==> src/rtl/slurm32_cpu_mem_arbiter.sv <==
`default_nettype none
// ============================================================================
//  Module      : slurm32_cpu_mem_arbiter
//  Description : Shares one 32-bit word-addressed memory port between the
//                instruction-fetch requester and the load/store requester.
//                Only one bus transaction is outstanding at a time. Data
//                accesses win arbitration; a starvation counter forces a
//                fetch grant after STARVE_LIMIT consecutive data grants made
//                while a fetch was waiting.
//  Revision    : 1.0 - initial release
// ----------------------------------------------------------------------------
//  Ports
//   clk, rst                      clock, synchronous active-high reset
//   i_instruction_request/_address fetch request (level) and word address
//   o_instruction_valid/_in/_address_in  one-cycle fetch completion
//   i_fetch_flush                 PC reload; discard in-flight fetch result
//   i_load_memory/i_store_memory  data read / write request (level)
//   i_load_store_address          data word address
//   i_memory_out/i_memory_mask    store data and byte-lane mask
//   o_memory_in                   load data, valid with successful
//   o_memory_request_successful   low while a data request is unfinished
//   o_mem_*/i_mem_*               memory bus (valid/ready request phase,
//                                 rvalid/rdata response phase)
// ============================================================================
module slurm32_cpu_mem_arbiter #(
  parameter int ADDR_BITS    = 30,
  parameter int STARVE_LIMIT = 4
) (
  input  logic                 clk,
  input  logic                 rst,
  // Instruction fetch side
  input  logic                 i_instruction_request,
  input  logic [ADDR_BITS-1:0] i_instruction_address,
  output logic                 o_instruction_valid,
  output logic [31:0]          o_instruction_in,
  output logic [ADDR_BITS-1:0] o_instruction_address_in,
  input  logic                 i_fetch_flush,
  // Load/store side
  input  logic                 i_load_memory,
  input  logic                 i_store_memory,
  input  logic [ADDR_BITS-1:0] i_load_store_address,
  input  logic [31:0]          i_memory_out,
  input  logic [3:0]           i_memory_mask,
  output logic [31:0]          o_memory_in,
  output logic                 o_memory_request_successful,
  // Memory bus
  output logic                 o_mem_valid,
  input  logic                 i_mem_ready,
  output logic                 o_mem_wr,
  output logic [ADDR_BITS-1:0] o_mem_addr,
  output logic [31:0]          o_mem_wdata,
  output logic [3:0]           o_mem_mask,
  input  logic                 i_mem_rvalid,
  input  logic [31:0]          i_mem_rdata
);

  localparam int                  c_STARVE_W   = $clog2(STARVE_LIMIT + 1);
  localparam logic [c_STARVE_W-1:0] c_STARVE_MAX = c_STARVE_W'(STARVE_LIMIT);
  localparam logic [c_STARVE_W-1:0] c_STARVE_ONE = c_STARVE_W'(1);

  typedef enum logic [2:0] {
    S_IDLE   = 3'd0,
    S_F_REQ  = 3'd1,
    S_F_WAIT = 3'd2,
    S_D_REQ  = 3'd3,
    S_D_WAIT = 3'd4
  } state_t;

  state_t                 r_state;
  logic [c_STARVE_W-1:0]  r_starve_cnt;
  logic                   r_flush;
  logic                   r_mem_valid;
  logic                   r_wr;
  logic [ADDR_BITS-1:0]   r_addr;
  logic [31:0]            r_wdata;
  logic [3:0]             r_mask;

  logic                   w_data_req;
  logic                   w_starved;
  logic                   w_grant_fetch;
  logic                   w_grant_data;
  logic                   w_fetch_done;
  logic                   w_data_done;

  // --------------------------------------------------------------------------
  // Arbitration (only evaluated in IDLE)
  // --------------------------------------------------------------------------
  assign w_data_req    = i_load_memory | i_store_memory;
  assign w_starved     = (r_starve_cnt == c_STARVE_MAX);
  assign w_grant_fetch = (r_state == S_IDLE) & i_instruction_request &
                         (~w_data_req | w_starved);
  assign w_grant_data  = (r_state == S_IDLE) & w_data_req & ~w_grant_fetch;

  assign w_fetch_done  = (r_state == S_F_WAIT) & i_mem_rvalid;
  assign w_data_done   = (r_state == S_D_WAIT) & i_mem_rvalid;

  // --------------------------------------------------------------------------
  // FSM, request capture, starvation counter and flush latch
  // --------------------------------------------------------------------------
  always_ff @(posedge clk) begin
    if (rst) begin
      r_state      <= S_IDLE;
      r_starve_cnt <= '0;
      r_flush      <= 1'b0;
      r_mem_valid  <= 1'b0;
      r_wr         <= 1'b0;
      r_addr       <= '0;
      r_wdata      <= '0;
      r_mask       <= 4'h0;
    end else begin
      // Starvation only matters while a fetch is actually waiting.
      if (!i_instruction_request || w_grant_fetch) begin
        r_starve_cnt <= '0;
      end else if (w_grant_data && !w_starved) begin
        r_starve_cnt <= r_starve_cnt + c_STARVE_ONE;
      end

      // A flush seen anywhere between fetch grant and completion poisons
      // the result; the bus transaction itself is never aborted.
      if (w_grant_fetch) begin
        r_flush <= i_fetch_flush;
      end else if ((r_state == S_F_REQ || r_state == S_F_WAIT) && i_fetch_flush) begin
        r_flush <= 1'b1;
      end

      unique case (r_state)
        S_IDLE: begin
          if (w_grant_fetch) begin
            r_state     <= S_F_REQ;
            r_mem_valid <= 1'b1;
            r_wr        <= 1'b0;
            r_addr      <= i_instruction_address;
            r_wdata     <= 32'h0;
            r_mask      <= 4'hF;
          end else if (w_grant_data) begin
            r_state     <= S_D_REQ;
            r_mem_valid <= 1'b1;
            r_wr        <= i_store_memory;
            r_addr      <= i_load_store_address;
            r_wdata     <= i_store_memory ? i_memory_out  : 32'h0;
            r_mask      <= i_store_memory ? i_memory_mask : 4'hF;
          end
        end
        S_F_REQ: begin
          if (i_mem_ready) begin
            r_state     <= S_F_WAIT;
            r_mem_valid <= 1'b0;
          end
        end
        S_D_REQ: begin
          if (i_mem_ready) begin
            r_state     <= S_D_WAIT;
            r_mem_valid <= 1'b0;
          end
        end
        S_F_WAIT, S_D_WAIT: begin
          // Return to IDLE; the next grant is decided one cycle later.
          if (i_mem_rvalid) begin
            r_state <= S_IDLE;
          end
        end
        default: begin
          r_state     <= S_IDLE;
          r_mem_valid <= 1'b0;
        end
      endcase
    end
  end

  // --------------------------------------------------------------------------
  // Outputs
  // --------------------------------------------------------------------------
  assign o_mem_valid = r_mem_valid;
  assign o_mem_wr    = r_wr;
  assign o_mem_addr  = r_addr;
  assign o_mem_wdata = r_wdata;
  assign o_mem_mask  = r_mask;

  // Fetch completion is same-cycle so the requester can drop its level
  // request before the next IDLE arbitration.
  assign o_instruction_valid      = w_fetch_done & ~r_flush & ~i_fetch_flush;
  assign o_instruction_in         = o_instruction_valid ? i_mem_rdata : 32'h0;
  assign o_instruction_address_in = o_instruction_valid ? r_addr : '0;

  assign o_memory_request_successful = ~w_data_req | w_data_done;
  assign o_memory_in                 = (w_data_done & ~r_wr) ? i_mem_rdata : 32'h0;

endmodule
`default_nettype wire

==> config.mk <==
export PLATFORM = sky130hd
export DESIGN_NAME = slurm32_cpu_mem_arbiter
export DESIGN_NICKNAME = d
export VERILOG_FILES = /design/src/rtl/slurm32_cpu_mem_arbiter.sv
export SDC_FILE = /design/constraint.sdc
export NUM_CORES = 1
export LEC_CHECK = 0
export CORE_ASPECT_RATIO = 1.4
export CORE_UTILIZATION = 30
export CTS_CLUSTER_DIAMETER = 80
export DETAILED_ROUTE_END_ITERATION = 16
export HOLD_SLACK_MARGIN = 0.06
export PLACE_DENSITY = 0.72
export SYNTH_ARGS = -nofsm -noshare
export SYNTH_HDL_FRONTEND = slang
export SYNTH_SLANG_ARGS = --single-unit
==> constraint.sdc <==
create_clock -name clk -period 2.1 [get_ports clk]
set_input_delay 0.63 -clock clk [delete_from_list [all_inputs] [get_ports clk]]
set_output_delay 0.63 -clock clk [all_outputs]
set_load 0.01 [all_outputs]
* Word-level counts from Yosys, hierarchy flattened
Cells that the tools add are included.
Cells by class: multiplexer cells 25, $add $sub $neg 1, bitwise gates (word level) 18, eq/ne operators 10, reductions and logical operators 15
Operators by type and width (count):
- $mux 32 | 5
- $mux 30 | 3
- $mux 3 | 5
- $mux 4 | 3
- $pmux 3 s4 | 1
- $and 1x1->1 | 9
- $mux 1 | 7
- $eq 3x2->1 const B | 2
- $eq 3x3->1 const B | 2
- $ne 2x2->1 const B | 3
- $not 1->1 | 6
- $reduce_or 2->1 | 3
- $reduce_and 4->1 | 1
- $reduce_bool 2->1 | 2
- $add 3x1->3 const B | 1
- $eq 3x1->1 const B | 1
- $logic_not 3->1 | 1
- $ne 3x3->1 const B | 1
- $or 1x1->1 | 3
- $pmux 1 s3 | 1
- $reduce_and 3->1 | 1
- $logic_and 1x1->1 | 2
- $logic_not 1->1 | 2
- $logic_or 1x1->1 | 2
- other kinds (2) | 2
Word-level totals: word-level logic and storage cells 77, register bits after elaboration 75, output and inout bits 164, input port bits 136

* Depth between registers and ports, before layout
Gate-level depths: netlist (run 1).
depth in word-level cells 9, depth in mapped cells 8, gate-level depth less buffers 6

* Worst setup path after synthesis (run 1)
OpenSTA, ideal clock, no wires.
kind input to output, from input port i_fetch_flush, to output port o_instruction_address_in[20], slack -0.019 ns, stages 5, arrival time 1.489 ns, cell sequence nor4b_1 > and3_1 > buf_2 > buf_2 > and2_1
On the way: word-level cells in the longest chain between the ends 3
Ends and longest elaborated chain:
- start: declaration | line 37 | input logic i_fetch_flush,
- $not 1->1 | line 181 | assign o_instruction_valid = w_fetch_done & ~r_flush & ~i_fetch_flush;
- $and 1x1->1 | line 181
- via o_instruction_valid | line 34 | output logic o_instruction_valid,
- $mux 30 | line 183 | assign o_instruction_address_in = o_instruction_valid ? r_addr : '0;
- end: declaration | line 36 | output logic [ADDR_BITS-1:0] o_instruction_address_in,
The timed path passes the listed nets, and every way through them passes these cells.

* Worst setup path after layout (run 1)
from input port i_fetch_flush, to output port o_instruction_address_in[4]
On the way: word-level cells in the longest chain between the ends 3
Ends and longest elaborated chain (line):
- $not 1->1 | 181
- $and 1x1->1 | 181
- $mux 30 | 183
Every way passes these cells.

==> results.py, run 1 <==
metrics = {
    "clock_tree": {
        "cts_tree": "done",
        "worstSkewPairLatency_ns": 0.33,
        "cts_hold_buf": 0,
        "clock_sinks": 75,
        "cts_root_buf": "clkbuf_16",
        "cts_buffers": 9,
        "clock_path_buffers": 2,
        "htreeDepth": 3,
        "clk_pin_slew_worst_paths_ns": 0.06,
    },
    "worst_setup_path": {
        "cp.required_ns": 1.47,
        "crit_type": "in2out",
        "cp_max_fo": 7,
        "path_common_cell": "buf_6",
        "crit_path_cell_trace": "buf_8, nor4b_4, and3_4, buf_12, buf_16, buf_6, buf_6, buf_6, and2_4, buf_6",
        "crit_slowest_cell": "nor4b_4",
        "arrival_ns": 2.00,
        "critPathMaxStageDelay_ns": 0.29,
        "worstSetupStartpointType": "input pin",
        "cp.buffers_inverters": 7,
        "endpoint_kind": "primary output",
        "crit_family": "buffers and inverters",
    },
    "pwr": {
        "ir_worst_vdd_mv": 0.605,
        "p_leak_nw": 3.45,
        "power_density_mw_per_mm2": 629,
        "power_w": 0.00535,
    },
    "sta": {
        "grt_setup_unrepaired": "yes",
        "hold_viol": 0,
        "period_share_pct": 125,
        "skew_ns": 0.00421,
        "timing.fmax_mhz": 380,
        "slew_violations": 0,
        "slew-limit-headroom_pct": 75.6,
        "setup_slack_ns": -0.534,
        "setup_viol": 96,
        "period_minus_slack_ns": 2.63,
        "tightest_slew_ns": 0.367,
    },
    "finish": {
        "antenna_cells": 0,
        "num-fill-cells": 992,
        "fin_cells": 969,
        "fin_nets": 924,
        "drive_gt1_share_pct": 44.0,
        "area_growth_pct": 112,
    },
    "detailed_routing": {
        "dr.pass1.iters": 4,
        "remaining_drc_errors": 0,
        "via_count": 4745,
        "wl_um": 18500,
        "via_per_inst": 4.90,
        "drtIter0Drc": 128,
        "drtAntennaViolNets": 0,
        "wl_per_cell_um": 19.1,
    },
    "grt": {
        "grt_pass1_vias": 4700,
        "grt_max_degree": 47,
        "grt_usage_pct": 24.9,
        "grt_remaining_overflow": 0,
        "grt_pass1_wl_um": 26300,
        "antenna_found_initial": 0,
    },
    "synth": {
        "postSynthAreaPerCell_um2": 9.23,
        "synthTopCellsByCount": "and2_1, dfxtp_1, nor2_1",
        "ys_seq_area_share_pct": 37.5,
        "synth.area.top_cells": "dfxtp_1, and2_1, o221ai_2",
        "netlist_instances": 434,
        "yosysTopAreaCellShare_pct": 37.5,
        "synth_fp_nets": 572,
        "ys.flop_type": "dfxtp_1",
        "synth_top_area_cell": "dfxtp_1",
        "synth.most_common_cell": "and2_1",
        "async_reset_ff_share_pct": 0,
        "synth_edf_count": 0,
        "ys_warn_count": 0,
        "syn-cell-area_mm2": 0.00401,
        "ys_seq_elements": 75,
        "yosysUniqueCellTypes": 38,
    },
    "placed_design": {
        "numPlacedInstances": 905,
        "numPortBuffers": 299,
        "place.gp.congestion": 0.867,
        "hpwl_um": 12300,
    },
    "die": {
        "io_pins": 300,
        "die_w_um": 99.7,
        "die_area_mm2": 0.0138,
        "die_height_um": 139,
        "start_util_pct": 31.0,
        "rows": 49,
        "core-area_mm2": 0.0129,
    },
    "worst_hold_path": {
        "min_path_type": "reg2reg",
    },
    "run": {
        "max_cap_viol_count": 0,
    },
    "run_status": {
        "violations": "setup timing",
        "status": "finished with violations",
    },
}
registers in the layout (all words and copies together), names as in the netlist:
register	count
o_mem_wdata	32
o_mem_addr	30
r_flush	1
r_starve_cnt	3
r_state	3
o_mem_valid	1
o_mem_mask	4
o_mem_wr	1
cells by family (layout without fill, tap and decap cells):
family | Yosys count | in the layout | share of synthesized area [%]
adders and majority gates | 2 | 2 | 0.625
AOI/OAI and AO/OA | 114 | 114 | 27.7
and+or+nand+nor | 191 | 191 | 25.4
DFF | 75 | 75 | 37.5
xor gates and xnor gates | 2 | 2 | 0.437
buffers and inverters | 50 | 407 | 8.34
worst paths after layout:
path                                     start                           end  slack [ns]  depth (start not counted)
setup reg to reg       r_state[2]$_SDFFE_PP0P_   o_mem_addr[10]$_SDFFE_PP0P_        0.23                          7
hold / removal    r_starve_cnt[1]$_SDFFE_PP0P_  r_starve_cnt[1]$_SDFFE_PP0P_        0.48                          2
hold reg to reg   r_starve_cnt[1]$_SDFFE_PP0P_  r_starve_cnt[1]$_SDFFE_PP0P_        0.48                          2
setup / recovery                 i_fetch_flush   o_instruction_address_in[4]       -0.53                         10
timing repair:
item	4_1_cts	5_1_grt
endpoints found under the setup margin	96	99
gates cloned	6	1
resized for setup	497	122
setup buffers	34	20
pin swaps	22	21
metal layers:
layer,share of wire [%],up-vias,global-route usage [%]
met5,0,-,0
met4,3.0,0,9.06
met3,6.7,32,6.75
met2,53,207,46.0
met1,38,2287,26.5
li1,-,2219,-
cell usage in the layout (no fill, tap or decap), types with 17 or more instances in the layout:
cell,netlist,layout
a21oi_2,31,31
a22oi_1,32,32
and2_1,95,20
and2_4,0,75
buf_12,3,17
buf_2,15,22
buf_4,3,37
buf_6,9,97
clkdlybuf4s50_1,0,200
dfxtp_1,75,73
nand2_1,36,34
nor2_1,44,42
o221ai_2,30,30
worst min-delay path: cells and delay by family (launching register included):
kind,cells,cell delay (ns)
DFF,1,0.32
AOI/OAI and AO/OA,1,0.05
and+or+nand+nor,1,0.06
metrics by stage:
step	util, %	TNS [ns]	setup WS [ns]	cell area (um^2)	hold slack [ns]
2_1_floorplan	-	0	0.0160	4010	0.452
3_3_place_gp	56.7	-107.56	-1.05	7330	0.463
3_5_place_dp	56.7	-111.55	-1.13	7330	0.469
4_1_cts	61.9	-34.30	-0.535	8000	0.478
5_1_grt	65.7	-34.77	-0.552	8500	0.511
6_report	65.7	-32.40	-0.534	8500	0.482
power breakdown:
group / switching (W) / internal (W)
registers: 0.000133 / 0.00160
clock network: 0.000593 / 0.00104
logic: 0.000879 / 0.00111
layout make-up:
cell class / count / area (um^2) / area share (%)
clock inverters: 5 / 77.6 / 0.912
clock buffers: 11 / 233 / 2.74
flip-flops and latches: 75 / 1510 / 17.7
repair buffers: 383 / 4020 / 47.3
inverters: 8 / 30.0 / 0.353
well taps: 178 / 223 / 2.62
multi-input cells: 309 / 2410 / 28.4
No activity file was read; power rests on OpenSTA's default activity.
==> run 2: changes to the inputs <==
--- a/config.mk
+++ b/config.mk
@@ -9,8 +9,9 @@
 export CORE_UTILIZATION = 30
 export CTS_CLUSTER_DIAMETER = 80
 export DETAILED_ROUTE_END_ITERATION = 16
+export DONT_BUFFER_PORTS = 1
 export HOLD_SLACK_MARGIN = 0.06
-export PLACE_DENSITY = 0.72
+export PLACE_DENSITY = 0.44
 export SYNTH_ARGS = -nofsm -noshare
 export SYNTH_HDL_FRONTEND = slang
 export SYNTH_SLANG_ARGS = --single-unit
==> run 2 against run 1 <==
- the flow still finishes with violations (setup timing)
- largest power group is now sequential cells
- count of clock-buffer cells in the layout down 1
- setup slack better by 0.42 ns
- largest cell class is now multi-input gates
- flip-flop and latch count stayed put
- highest routed layer unchanged
- combinational power decreased by 52%
- critical path type is now reg2out
==> results.py, run 2 (synthesis gave the netlist of run 1 again) <==
metrics = {
    "pwr": {
        "ir_worst_vdd_mv": 0.428,
        "p_leak_nw": 1.71,
        "power_density_mw_per_mm2": 928,
    },
    "worst_setup_path": {
        "arrival_ns": 1.59,
        "cp_max_fo": 8,
        "cp.required_ns": 1.47,
        "rr_startpoint": "r_state[0]$_SDFFE_PP0P_",
        "crit_type": "reg2out",
        "r2r-end": "o_mem_addr[27]$_SDFFE_PP0P_",
        "worstSetupStartpointType": "flop",
        "path_common_cell": "nor2_4",
        "critPathMaxStageDelay_ns": 0.36,
        "endpoint_kind": "primary output",
        "crit_path_cell_trace": "nor2_4, nand3_4, nor2_4, buf_6, clkbuf_16, and2_4",
        "reg2reg_depth": 6,
        "cp.buffers_inverters": 2,
        "regToRegSetupSlack_ns": 0.34,
        "crit_slowest_cell": "dfxtp_4",
        "crit_family": "simple AND/OR/NAND/NOR gates",
    },
    "sta": {
        "period_minus_slack_ns": 2.22,
        "setup_viol": 77,
        "grt_setup_unrepaired": "yes",
        "timing.fmax_mhz": 451,
        "hold_viol": 0,
        "skew_ns": 0.00473,
        "setup_slack_ns": -0.118,
        "period_share_pct": 106,
        "slew_violations": 0,
        "slew-limit-headroom_pct": 79.4,
        "tns_ns": -5.42,
        "tightest_slew_ns": 0.309,
    },
    "grt": {
        "grt_usage_pct": 18.4,
        "antenna_found_initial": 0,
        "grt_max_degree": 74,
        "grt_pass1_vias": 3236,
        "grt_remaining_overflow": 0,
        "grt_pass1_wl_um": 18600,
    },
    "clock_tree": {
        "clock_path_buffers": 2,
        "cts_tree": "done",
        "cts_root_buf": "clkbuf_16",
        "cts_buffers": 9,
        "htreeDepth": 3,
        "worstSkewPairLatency_ns": 0.33,
        "cts_hold_buf": 0,
        "clock_sinks": 75,
        "clk_pin_slew_worst_paths_ns": 0.06,
    },
    "finish": {
        "layout_commonest_cell": "dfxtp_1",
        "stdcell_area_mm2": 0.00480,
        "drive_gt1_share_pct": 40.0,
        "antenna_cells": 0,
        "num-fill-cells": 1314,
        "fin_cells": 616,
        "largest_reg_flops": 32,
        "final_core_util_pct": 37.1,
        "fin_nets": 571,
        "area_growth_pct": 19.9,
        "mostFrequentLayoutCells": "dfxtp_1, and2_4, and2_1, nor2_1, nand2_1",
    },
    "die": {
        "rows": 49,
        "die_height_um": 139,
        "die_w_um": 99.7,
        "io_pins": 300,
        "core-area_mm2": 0.0129,
        "start_util_pct": 31.0,
        "die_area_mm2": 0.0138,
    },
    "run_status": {
        "status": "finished with violations",
        "violations": "setup timing",
    },
    "placed_design": {
        "place.gp.congestion": 0.716,
        "numPortBuffers": 0,
        "hpwl_um": 9490,
        "numPlacedInstances": 591,
        "place_area_mm2": 0.00418,
    },
    "detailed_routing": {
        "wl_per_cell_um": 21.4,
        "remaining_drc_errors": 0,
        "topRoutingLayerUsed": "met4",
        "via_per_inst": 5.25,
        "drtAntennaViolNets": 0,
        "dr.pass1.iters": 4,
        "via_count": 3237,
        "wl_met2_um": 6510,
        "wl_um": 13200,
        "dr_wl_met3_um": 1870,
        "m1WireLength_um": 4390,
        "drtIter0Drc": 104,
    },
    "worst_hold_path": {
        "hold_depth": 1,
        "min_path_type": "in2reg",
        "hp-start": "rst",
        "min_to": "o_mem_wdata[21]$_SDFFE_PP0P_",
    },
    "run": {
        "max_cap_viol_count": 0,
    },
}
[run 2: final cells by class]
cell class              count  area [um^2]  share of cell area, %
multi-input cells         309         2350                   48.9
clock buffers              10          229                   4.77
repair buffers             30          375                   7.81
clock inverters             6         88.8                   1.85
inverters                   8         30.0                  0.625
flip-flops and latches     75         1510                   31.4
well taps                 178          223                   4.64
[run 2: what timing repair did]
action                                 4_1_cts  5_1_grt
gates resized for setup                     80       12
setup endpoints to repair                   95       95
endpoints found under the hold margin        0        0
pin swaps                                   26       25
buffers inserted                             4        5
gates cloned                                 2        2
[run 2: worst max-delay path by stage]
stage                            start                      endpoint  slack (ns)  cells after the start
2_1_floorplan            i_fetch_flush   o_instruction_address_in[0]        0.02                      5
3_3_place_gp             i_fetch_flush   o_instruction_address_in[7]       -0.05                      4
3_5_place_dp             i_fetch_flush   o_instruction_address_in[7]       -0.04                      4
4_1_cts           r_flush$_SDFFE_PP0P_  o_instruction_address_in[13]       -0.13                      4
5_1_grt        r_state[0]$_SDFFE_PP0P_               o_memory_in[24]       -0.20                      6
6_report       r_state[0]$_SDFFE_PP0P_               o_memory_in[24]       -0.12                      6
[run 2: routing by layer]
metal,vias up,GRT usage (%)
met5,-,0
met4,0,8.90
met3,26,11.5
met2,217,31.0
met1,1490,17.3
li1,1504,-
[run 2: stage by stage]
step / hold WS (ns) / setup WS [ns] / power [W]
6_report: 0.369 / -0.118 / 0.00446
5_1_grt: 0.345 / -0.196 / 0.00469
4_1_cts: 0.350 / -0.133 / 0.00455
3_5_place_dp: 0.474 / -0.0419 / 0.00280
3_3_place_gp: 0.463 / -0.0457 / 0.00278
2_1_floorplan: 0.452 / 0.0160 / 0.00261
[run 2: report_power, final]
group	internal (W)	switching (W)
clock network	0.00104	0.000622
logic	0.000415	0.000548
registers	0.00160	0.000228
